### src/rtl/gigerx_pkg.sv
// Shared constants and types for the GMII receive byte packer.
package gigerx_pkg;

    localparam logic [7:0] PREAMBLE_BYTE = 8'h55;
    localparam logic [7:0] SFD_BYTE      = 8'hD5;
    localparam int         STAT_LEN_W    = 16;

    typedef enum logic [1:0] {
        IDLE,
        PREAM,
        DATA,
        DROP
    } state_t;

    typedef struct packed {
        logic [STAT_LEN_W-1:0] len;
        logic                  err;
        logic                  ovf;
        logic                  long;
    } frm_stat_t;

endpackage

### src/rtl/gigerx_lane_shifter.sv
// Little-endian byte-lane packer with a one-word hold register and zero-padded flush.
module gigerx_lane_shifter #(
    parameter int WIDTH = 64
) (
    input  logic                           clk,
    input  logic                           rst,
    input  logic                           byte_en,
    input  logic [7:0]                     byte_in,
    input  logic                           flush,
    output logic                           hold_vld,
    output logic [WIDTH-1:0]               hold_data,
    output logic [$clog2(WIDTH/8):0]       hold_nb
);

    localparam int LANES = WIDTH / 8;
    localparam int KW    = $clog2(LANES);

    logic [WIDTH-1:0] acc;
    logic [WIDTH-1:0] acc_ins;
    logic [KW-1:0]    k;
    logic             last_lane;

    always_comb begin
        acc_ins            = acc;
        acc_ins[8*k +: 8]  = byte_in;
        last_lane          = (k == KW'(LANES - 1));
    end

    // acc is cleared on every issue so a flushed partial word carries zero upper lanes
    always_ff @(posedge clk or posedge rst) begin
        if (rst) begin
            acc       <= '0;
            k         <= '0;
            hold_vld  <= 1'b0;
            hold_data <= '0;
            hold_nb   <= '0;
        end else begin
            hold_vld <= 1'b0;
            if (byte_en) begin
                if (last_lane) begin
                    hold_data <= acc_ins;
                    hold_nb   <= (KW+1)'(LANES);
                    hold_vld  <= 1'b1;
                    acc       <= '0;
                    k         <= '0;
                end else begin
                    acc <= acc_ins;
                    k   <= k + 1'b1;
                end
            end else if (flush && (k != '0)) begin
                hold_data <= acc;
                hold_nb   <= {1'b0, k};
                hold_vld  <= 1'b1;
                acc       <= '0;
                k         <= '0;
            end
        end
    end

endmodule

### src/rtl/gigerx_byte_packer.sv
// GMII receive packer: strips preamble/SFD, packs bytes into FIFO words, reports per-frame status.
module gigerx_byte_packer
    import gigerx_pkg::*;
#(
    parameter int WIDTH     = 64,
    parameter int MAX_BYTES = 1522,
    parameter int LEN_W     = 16
) (
    input  logic             wrclk,
    input  logic             aclr,
    input  logic             rx_dv,
    input  logic             rx_er,
    input  logic [7:0]       rxd,
    output logic             wrreq,
    output logic [WIDTH-1:0] data,
    input  logic             full,
    output logic             frm_vld,
    output logic [LEN_W-1:0] frm_len,
    output logic             frm_err,
    output logic             frm_ovf,
    output logic             frm_long
);

    localparam int NBW = $clog2(WIDTH/8) + 1;
    localparam logic [LEN_W-1:0] MAX_CAP =
        (MAX_BYTES > (2**LEN_W - 1)) ? '1 : LEN_W'(MAX_BYTES);

    state_t state, state_nxt;
    logic   sof, eof, in_data, byte_en, at_max;

    logic [LEN_W-1:0] cnt;
    logic [LEN_W-1:0] wlen;
    logic [LEN_W-1:0] len_now;
    logic [LEN_W:0]   len_sum;
    logic             err_r, ovf_r, long_r, stat_pend;

    logic             hold_vld;
    logic [WIDTH-1:0] hold_data;
    logic [NBW-1:0]   hold_nb;
    frm_stat_t        stat;

    always_comb begin
        state_nxt = state;
        sof       = 1'b0;
        eof       = 1'b0;
        in_data   = 1'b0;
        case (state)
            IDLE: begin
                if (rx_dv) begin
                    if (rxd == PREAMBLE_BYTE) begin
                        state_nxt = PREAM;
                    end else if (rxd == SFD_BYTE) begin
                        state_nxt = DATA;
                        sof       = 1'b1;
                    end else begin
                        state_nxt = DROP;
                    end
                end
            end
            PREAM: begin
                if (!rx_dv) begin
                    state_nxt = IDLE;
                end else if (rxd == SFD_BYTE) begin
                    state_nxt = DATA;
                    sof       = 1'b1;
                end else if (rxd != PREAMBLE_BYTE) begin
                    state_nxt = DROP;
                end
            end
            DATA: begin
                if (rx_dv) begin
                    in_data = 1'b1;
                end else begin
                    eof       = 1'b1;
                    state_nxt = IDLE;
                end
            end
            DROP: begin
                if (!rx_dv) state_nxt = IDLE;
            end
            default: state_nxt = IDLE;
        endcase
    end

    always_comb begin
        at_max  = (cnt >= MAX_CAP);
        byte_en = in_data & ~at_max;
        wrreq   = hold_vld & ~full;
        data    = hold_data;
        // Length includes the word being written this cycle, so the flush word lands in frm_len
        len_sum = {1'b0, wlen} + (LEN_W+1)'(wrreq ? hold_nb : '0);
        len_now = len_sum[LEN_W] ? '1 : len_sum[LEN_W-1:0];
    end

    always_ff @(posedge wrclk or posedge aclr) begin
        if (aclr) begin
            state     <= IDLE;
            cnt       <= '0;
            wlen      <= '0;
            err_r     <= 1'b0;
            ovf_r     <= 1'b0;
            long_r    <= 1'b0;
            stat_pend <= 1'b0;
        end else begin
            state     <= state_nxt;
            stat_pend <= eof;
            if (sof) begin
                cnt    <= '0;
                wlen   <= '0;
                err_r  <= 1'b0;
                ovf_r  <= 1'b0;
                long_r <= 1'b0;
            end else begin
                if (byte_en)            cnt    <= cnt + 1'b1;
                if (in_data && at_max)  long_r <= 1'b1;
                if (in_data && rx_er)   err_r  <= 1'b1;
                if (hold_vld && full)   ovf_r  <= 1'b1;
                wlen <= len_now;
            end
        end
    end

    gigerx_lane_shifter #(
        .WIDTH (WIDTH)
    ) u_lane_shifter (
        .clk       (wrclk),
        .rst       (aclr),
        .byte_en   (byte_en),
        .byte_in   (rxd),
        .flush     (eof),
        .hold_vld  (hold_vld),
        .hold_data (hold_data),
        .hold_nb   (hold_nb)
    );

    always_comb begin
        stat = '0;
        if (stat_pend) begin
            stat.len  = STAT_LEN_W'(len_now);
            stat.err  = err_r;
            stat.ovf  = ovf_r | (hold_vld & full);
            stat.long = long_r;
        end
        frm_vld  = stat_pend;
        frm_len  = LEN_W'(stat.len);
        frm_err  = stat.err;
        frm_ovf  = stat.ovf;
        frm_long = stat.long;
    end

endmodule

### config.mk
export PLATFORM = sky130hd
export DESIGN_NAME = gigerx_byte_packer
export DESIGN_NICKNAME = d
export VERILOG_FILES = /design/src/rtl/gigerx_pkg.sv /design/src/rtl/gigerx_lane_shifter.sv /design/src/rtl/gigerx_byte_packer.sv
export SDC_FILE = /design/constraint.sdc
export NUM_CORES = 1
export LEC_CHECK = 0
export ABC_CLOCK_PERIOD_IN_PS = 5170
export CORE_MARGIN = 2
export CORE_UTILIZATION = 45
export CTS_CLUSTER_DIAMETER = 30
export CTS_CLUSTER_SIZE = 14
export DETAILED_ROUTE_END_ITERATION = 10
export PLACE_DENSITY = 0.67
export SYNTH_ARGS = -nofsm -noshare
export SYNTH_HDL_FRONTEND = slang
export SYNTH_HIERARCHICAL = 1
export SYNTH_SLANG_ARGS = --single-unit
### constraint.sdc
create_clock -name wrclk -period 5.17 [get_ports wrclk]
set_input_delay 0.7755 -clock wrclk [delete_from_list [all_inputs] [get_ports wrclk]]
set_output_delay 0.7755 -clock wrclk [all_outputs]
set_load 0.005 [all_outputs]
==> metrics.yaml, run 1 <==
power_leakage_nw: 4.32
slew_headroom: 0.351
cts_buffer_depth: 2
die_h_um: 138
critPathTopFamily: "simple AND/OR/NAND/NOR gates"
end_kind: "output port"
clock_latency_ps: 430
timing.hold.ws_ps: 479
required_ps: 4390
syn-num-nets: 776
cts_tree: "yes"
fin_setup_tns_ps: 0
path_clk_slew_ps: 60
combPwrFrac: 0.285
vias_per_cell: 6.15
r2r_cells: 10
setup_viol: 0
final_hold_viol_count: 0
fp.coreArea_um2: 17400
first_iter_violations: 584
place_area_um2: 9190
netlist_instances: 751
diodes: 0
htreeDepth: 4
post-route-util: 0.560
synth_area_leaders: "dfrtp_1, a22o_1, a21oi_1"
grt_pass1_vias: 6335
worstSetupEndpoint: "frm_len[13]"
top_layer_used: "met4"
p_int_mw: 2.88
syn2layout_area_growth_pct: 21.1
cp_slowest_stage_delay_ps: 530
yosys-top-cells-count: "dfrtp_1, a22o_1, nor2_1, a21oi_1, nand2_1"
route.vias.total: 6551
die_x_um: 138
gr-total-overflow: 0
r2r_start: "cnt[0]"
crit_type: "in2out"
fin_crit_ps: 4670
synth.distinct_cells: 74
hold_path_class: "reg2reg"
grt_first_pass_wirelength_um: 33600
fin_crit_sh: 0.904
syn_area_per_cell_um2: 10.7
wirelength_um: 21200
ant_nets: 0
startpoint: "full"
path_depth: 10
ys_ff_latch: 174
crit_path_max_fanout: 24
final_max_slew_viol_count: 0
path_cells: "clkdlybuf4s50_1 > nor2b_1 > and2_1 > ha_1 > fa_1 > nand3_1 > nand2_1 > nand2_1 > a31oi_1 > clkdlybuf4s50_1"
antenna_found_initial: 0
yosysMostFrequentCell: "dfrtp_1"
drtPass1Iterations: 5
grt_start_max_net_pins: 137
wl_met1_um: 9510
gp_congestion: 0.867
cts.hold.buffers_added: 0
synth_edf_count: 0
ys_async_sr_fraction: 1.00
met3WireLength_um: 1100
clock_skew_ps: 9.12
die_area_um2: 19000
p_sw_frac: 0.324
p_seq_frac: 0.427
post_cts_buffers: 0
drc: 0
pwr_density_cell_nw_per_um2: 437
yosysWarningCount: 6
clkPwrFrac: 0.288
cap_viol_max_count: 0
io-pin-count: 98
switching_power_mw: 1.38
crit_arrival_ps: 3900
cp_num_buf_inv: 2
r2r-end: "u_lane_shifter/acc[46]"
slowest_stage: "clkdlybuf4s50_1"
ctsRootBufferMaster: "clkbuf_16"
post_drt_wl_per_cell_um: 19.9
ir_drop_v: 0.000258
synth_top_area_frac: 0.541
drive_gt1_frac: 0.0844
synth_top_cell_by_area: "dfrtp_1"
nFillCells: 1486
fmax_mhz: 214
synth_ff_type: "dfrtp_1"
ff2ff_setup_slack_ps: 1460
fin_area_um2: 9750
initial_core_util: 0.462
startpoint_type: "input port"
syn_area_um2: 8050
met2_length_um: 10200
tightestPinTransition_ps: 973
ctsResizeCount: 0
rsz0062_at_grt: "no"
layout.nets: 853
hpwl_um: 13700
groute.usage.overall: 0.231
yosysSeqAreaShare: 0.541
run_status: "finished, final reports clean"
numCtsBuffers: 17
clock-sinks: 174
num_rows: 48
io_buffers: 97
worst min-delay path by stage:
stage,cells after the start,slack [ps],startpoint,endpoint
2_1_floorplan,2,450,ovf_r,ovf_r
5_1_grt,1,510,cnt[15],cnt[15]
4_1_cts,2,490,u_lane_shifter/hold_data[60],u_lane_shifter/hold_data[60]
3_5_place_dp,2,470,u_lane_shifter/hold_data[60],u_lane_shifter/hold_data[60]
6_report,2,480,u_lane_shifter/hold_data[60],u_lane_shifter/hold_data[60]
3_3_place_gp,2,460,u_lane_shifter/hold_data[46],u_lane_shifter/hold_data[46]
metrics by stage:
stage	worst slack [ps]	std cells	power (mW)
floorplan	755	751	2.50
global placement	662	1034	3.00
detailed placement	530	1034	3.04
CTS	533	1066	4.28
global route	229	1066	4.48
finish	496	1066	4.26
layout make-up:
type / instances / area (um2) / share of cell area
Tap cell: 225 / 282 / 0.0289
Multi-Input combinational cell: 500 / 3370 / 0.346
Inverter: 23 / 88.8 / 0.00911
Timing Repair Buffer: 112 / 1100 / 0.112
Sequential cell: 174 / 4350 / 0.447
Clock inverter: 12 / 113 / 0.0115
Clock buffer: 20 / 447 / 0.0458
cells in the final DEF, fill, tap and decap left out, types with 11 or more instances in the layout:
cell | synthesis | final
dfrtp_1 | 174 | 174
clkdlybuf4s50_1 | 0 | 97
a22o_1 | 56 | 56
nor2_1 | 54 | 53
a21oi_1 | 45 | 45
nand2_1 | 42 | 42
nand3_1 | 34 | 34
o21ai_0 | 30 | 30
inv_1 | 21 | 20
mux2i_1 | 17 | 17
clkbuf_16 | 0 | 17
a221o_1 | 16 | 16
nand4_1 | 14 | 14
a31oi_1 | 14 | 14
buf_4 | 3 | 14
o22ai_1 | 14 | 14
and3_1 | 13 | 13
and2_1 | 11 | 11
ha_1 | 11 | 11
routing by layer:
metal | vias up | GRT usage
met2 | 232 | 0.367
li1 | 2970 | -
met3 | 29 | 0.0427
met5 | - | 0
met4 | 0 | 0.0782
met1 | 3320 | 0.320
registers in the layout, summed over array words and instances, names as in the netlist:
signal                    cells
u_lane_shifter/hold_data     64
wlen                         16
err_r                         1
u_lane_shifter/hold_vld       1
u_lane_shifter/acc           64
long_r                        1
u_lane_shifter/k              3
state                         2
cnt                          16
u_lane_shifter/hold_nb        4
frm_vld                       1
ovf_r                         1
power groups by stage:
stage	Clock, mW	Combinational, mW	Sequential, mW
4_1_cts	1.24	1.22	1.82
6_report	1.22	1.21	1.82
2_1_floorplan	0	0.709	1.79
3_5_place_dp	0	1.20	1.83
3_3_place_gp	0	1.18	1.83
5_1_grt	1.31	1.32	1.85
logic make-up (layout without fill, tap and decap cells):
family                     Yosys count  after routing  synth area share
adders and majority gates           12             12            0.0196
buffers and inverters               77            167            0.0406
AOI/OAI and AO/OA                  227            227             0.204
xor gates and xnor gates             5              5           0.00544
and+or+nand+nor                    239            239             0.168
DFF                                174            174             0.541
muxes                               17             17            0.0211
worst reg2reg max path, delay by kind of cell (launching register included):
kind	cells	cell delay, ps
flops	1	420
simple gates	5	1770
compound gates	2	870
fa+ha+maj	1	210
buf+inv	2	360
Note: power is estimated with default switching activity, not from simulation.
==> inputs of run 2 (changes only) <==
--- a/config.mk
+++ b/config.mk
@@ -6,11 +6,12 @@
 export NUM_CORES = 1
 export LEC_CHECK = 0
 export ABC_CLOCK_PERIOD_IN_PS = 5170
-export CORE_MARGIN = 2
+export CORE_MARGIN = 3
 export CORE_UTILIZATION = 45
 export CTS_CLUSTER_DIAMETER = 30
 export CTS_CLUSTER_SIZE = 14
 export DETAILED_ROUTE_END_ITERATION = 10
+export MAX_ROUTING_LAYER = met4
 export PLACE_DENSITY = 0.67
 export SYNTH_ARGS = -nofsm -noshare
 export SYNTH_HDL_FRONTEND = slang
==> run 2 against run 1 <==
Net effect:
- highest routed layer unchanged
- critical path type unchanged
- via count fell by 0.15%
- non-clock buffer count did not move
- clock power rose by 7%
- maximum frequency fell by 0.57%
- final area rose by 0.33%
- wire length fell by 0.47%
- total power rose by 1.6%
==> metrics.yaml, run 2 (synthesized netlist as in run 1, its figures left out) <==
crit_path_max_fanout: 12
final_cell_mix: "dfrtp_1, clkdlybuf4s50_1, a22o_1"
post_cts_buffers: 0
drive_gt1_frac: 0.0856
fmax_mhz: 213
ant_nets: 0
startpoint_type: "input port"
drc: 0
grt_pass1_vias: 6523
grt_first_pass_wirelength_um: 34600
p_seq_frac: 0.420
fp.coreArea_um2: 17400
grt_start_max_net_pins: 50
initial_core_util: 0.462
first_iter_violations: 583
fin_setup_tns_ps: 0
antenna_found_initial: 0
slew_headroom: 0.357
final_hold_viol_count: 0
end_kind: "output port"
ctsResizeCount: 0
hpwl_um: 13900
r2r_cells: 9
wirelength_um: 21100
drtPass1Iterations: 7
power_leakage_nw: 4.35
layout.nets: 853
p_int_mw: 2.95
required_ps: 4390
fin_crit_ps: 4700
post_drt_wl_per_cell_um: 19.8
crit_arrival_ps: 3930
gp_congestion: 0.856
timing.hold.ws_ps: 484
run_status: "finished, final reports clean"
hold_path_class: "reg2reg"
die_h_um: 140
p_sw_frac: 0.318
clkPwrFrac: 0.302
dp_slack_ps: 499
clock-sinks: 174
die_x_um: 140
setup_viol: 0
clock_latency_ps: 420
final_max_slew_viol_count: 0
cts.hold.buffers_added: 0
crit_type: "in2out"
fin_crit_sh: 0.909
cts_tree: "yes"
io-pin-count: 98
fin_area_um2: 9780
ctsRootBufferMaster: "clkbuf_16"
switching_power_mw: 1.38
final_common_cell: "dfrtp_1"
die_area_um2: 19500
hold_depth: 2
htreeDepth: 4
tightestPinTransition_ps: 964
syn2layout_area_growth_pct: 21.5
cap_viol_max_count: 0
numCtsBuffers: 17
diodes: 0
cts_buffer_depth: 2
combPwrFrac: 0.278
reg_top3: "u_lane_shifter/acc: 64 flops, u_lane_shifter/hold_data: 64 flops"
io_buffers: 97
pwr_density_cell_nw_per_um2: 442
path_clk_slew_ps: 70
vias_per_cell: 6.14
setup_slack_ps: 469
place_area_um2: 9180
groute.usage.overall: 0.225
num_rows: 48
ir_drop_v: 0.000284
gr-total-overflow: 0
route.vias.total: 6541
clock_skew_ps: 9.16
rsz0062_at_grt: "no"
==> run 2: area by class of cell <==
cell class | instances | area (um2)
fillers | 1480 | 7630
inverters | 23 | 88.8
multi-input cells | 500 | 3370
clock buffers | 20 | 457
flip-flops and latches | 174 | 4350
repair buffers | 112 | 1080
clock inverters | 12 | 148
well taps | 225 | 282
==> run 2: power groups by stage <==
stage          Clock [mW]  Combinational [mW]  Sequential, mW
2_1_floorplan           0               0.709            1.79
3_3_place_gp            0                1.18            1.83
3_5_place_dp            0                1.20            1.83
4_1_cts              1.33                1.21            1.81
5_1_grt              1.40                1.32            1.85
6_report             1.31                1.20            1.81
==> run 2: layer usage <==
| layer | part of all wire | vias up | global-route usage |
|---|---|---|---|
| met5 | 0 | - | - |
| met4 | 0.020 | 0 | 0.0719 |
| met3 | 0.061 | 36 | 0.0467 |
| met2 | 0.48 | 243 | 0.348 |
| met1 | 0.44 | 3296 | 0.300 |
| li1 | - | 2966 | - |
==> run 2: worst paths after layout <==
check / slack (ps) / startpoint / to
max reg2reg: 1080 / cnt[0] / u_lane_shifter/hold_data[44]
max in group asynchronous: 3330 / aclr / u_lane_shifter/acc[41]
min in group asynchronous: 800 / aclr / u_lane_shifter/hold_data[36]
max: 470 / full / frm_len[9]
min reg2reg: 480 / u_lane_shifter/hold_data[62] / u_lane_shifter/hold_data[62]
min: 480 / u_lane_shifter/hold_data[62] / u_lane_shifter/hold_data[62]
==> run 2: worst max-delay path, cell delays in order <==
cell	delay, ps
clkdlybuf4s50_1	460
nor2b_1	290
and2_1	250
ha_1	270
a211o_1	260
a21oi_1	580
o21ai_0	270
a31oi_1	240
clkdlybuf4s50_1	540
==> run 2: per-stage QoR <==
stage               std cells  total power, mW  utilization
finish                   1066             4.32        0.562
global route             1066             4.57        0.562
CTS                      1066             4.36        0.562
detailed placement       1034             3.03        0.527
global placement         1034             3.00        0.527
floorplan                 751             2.50            -
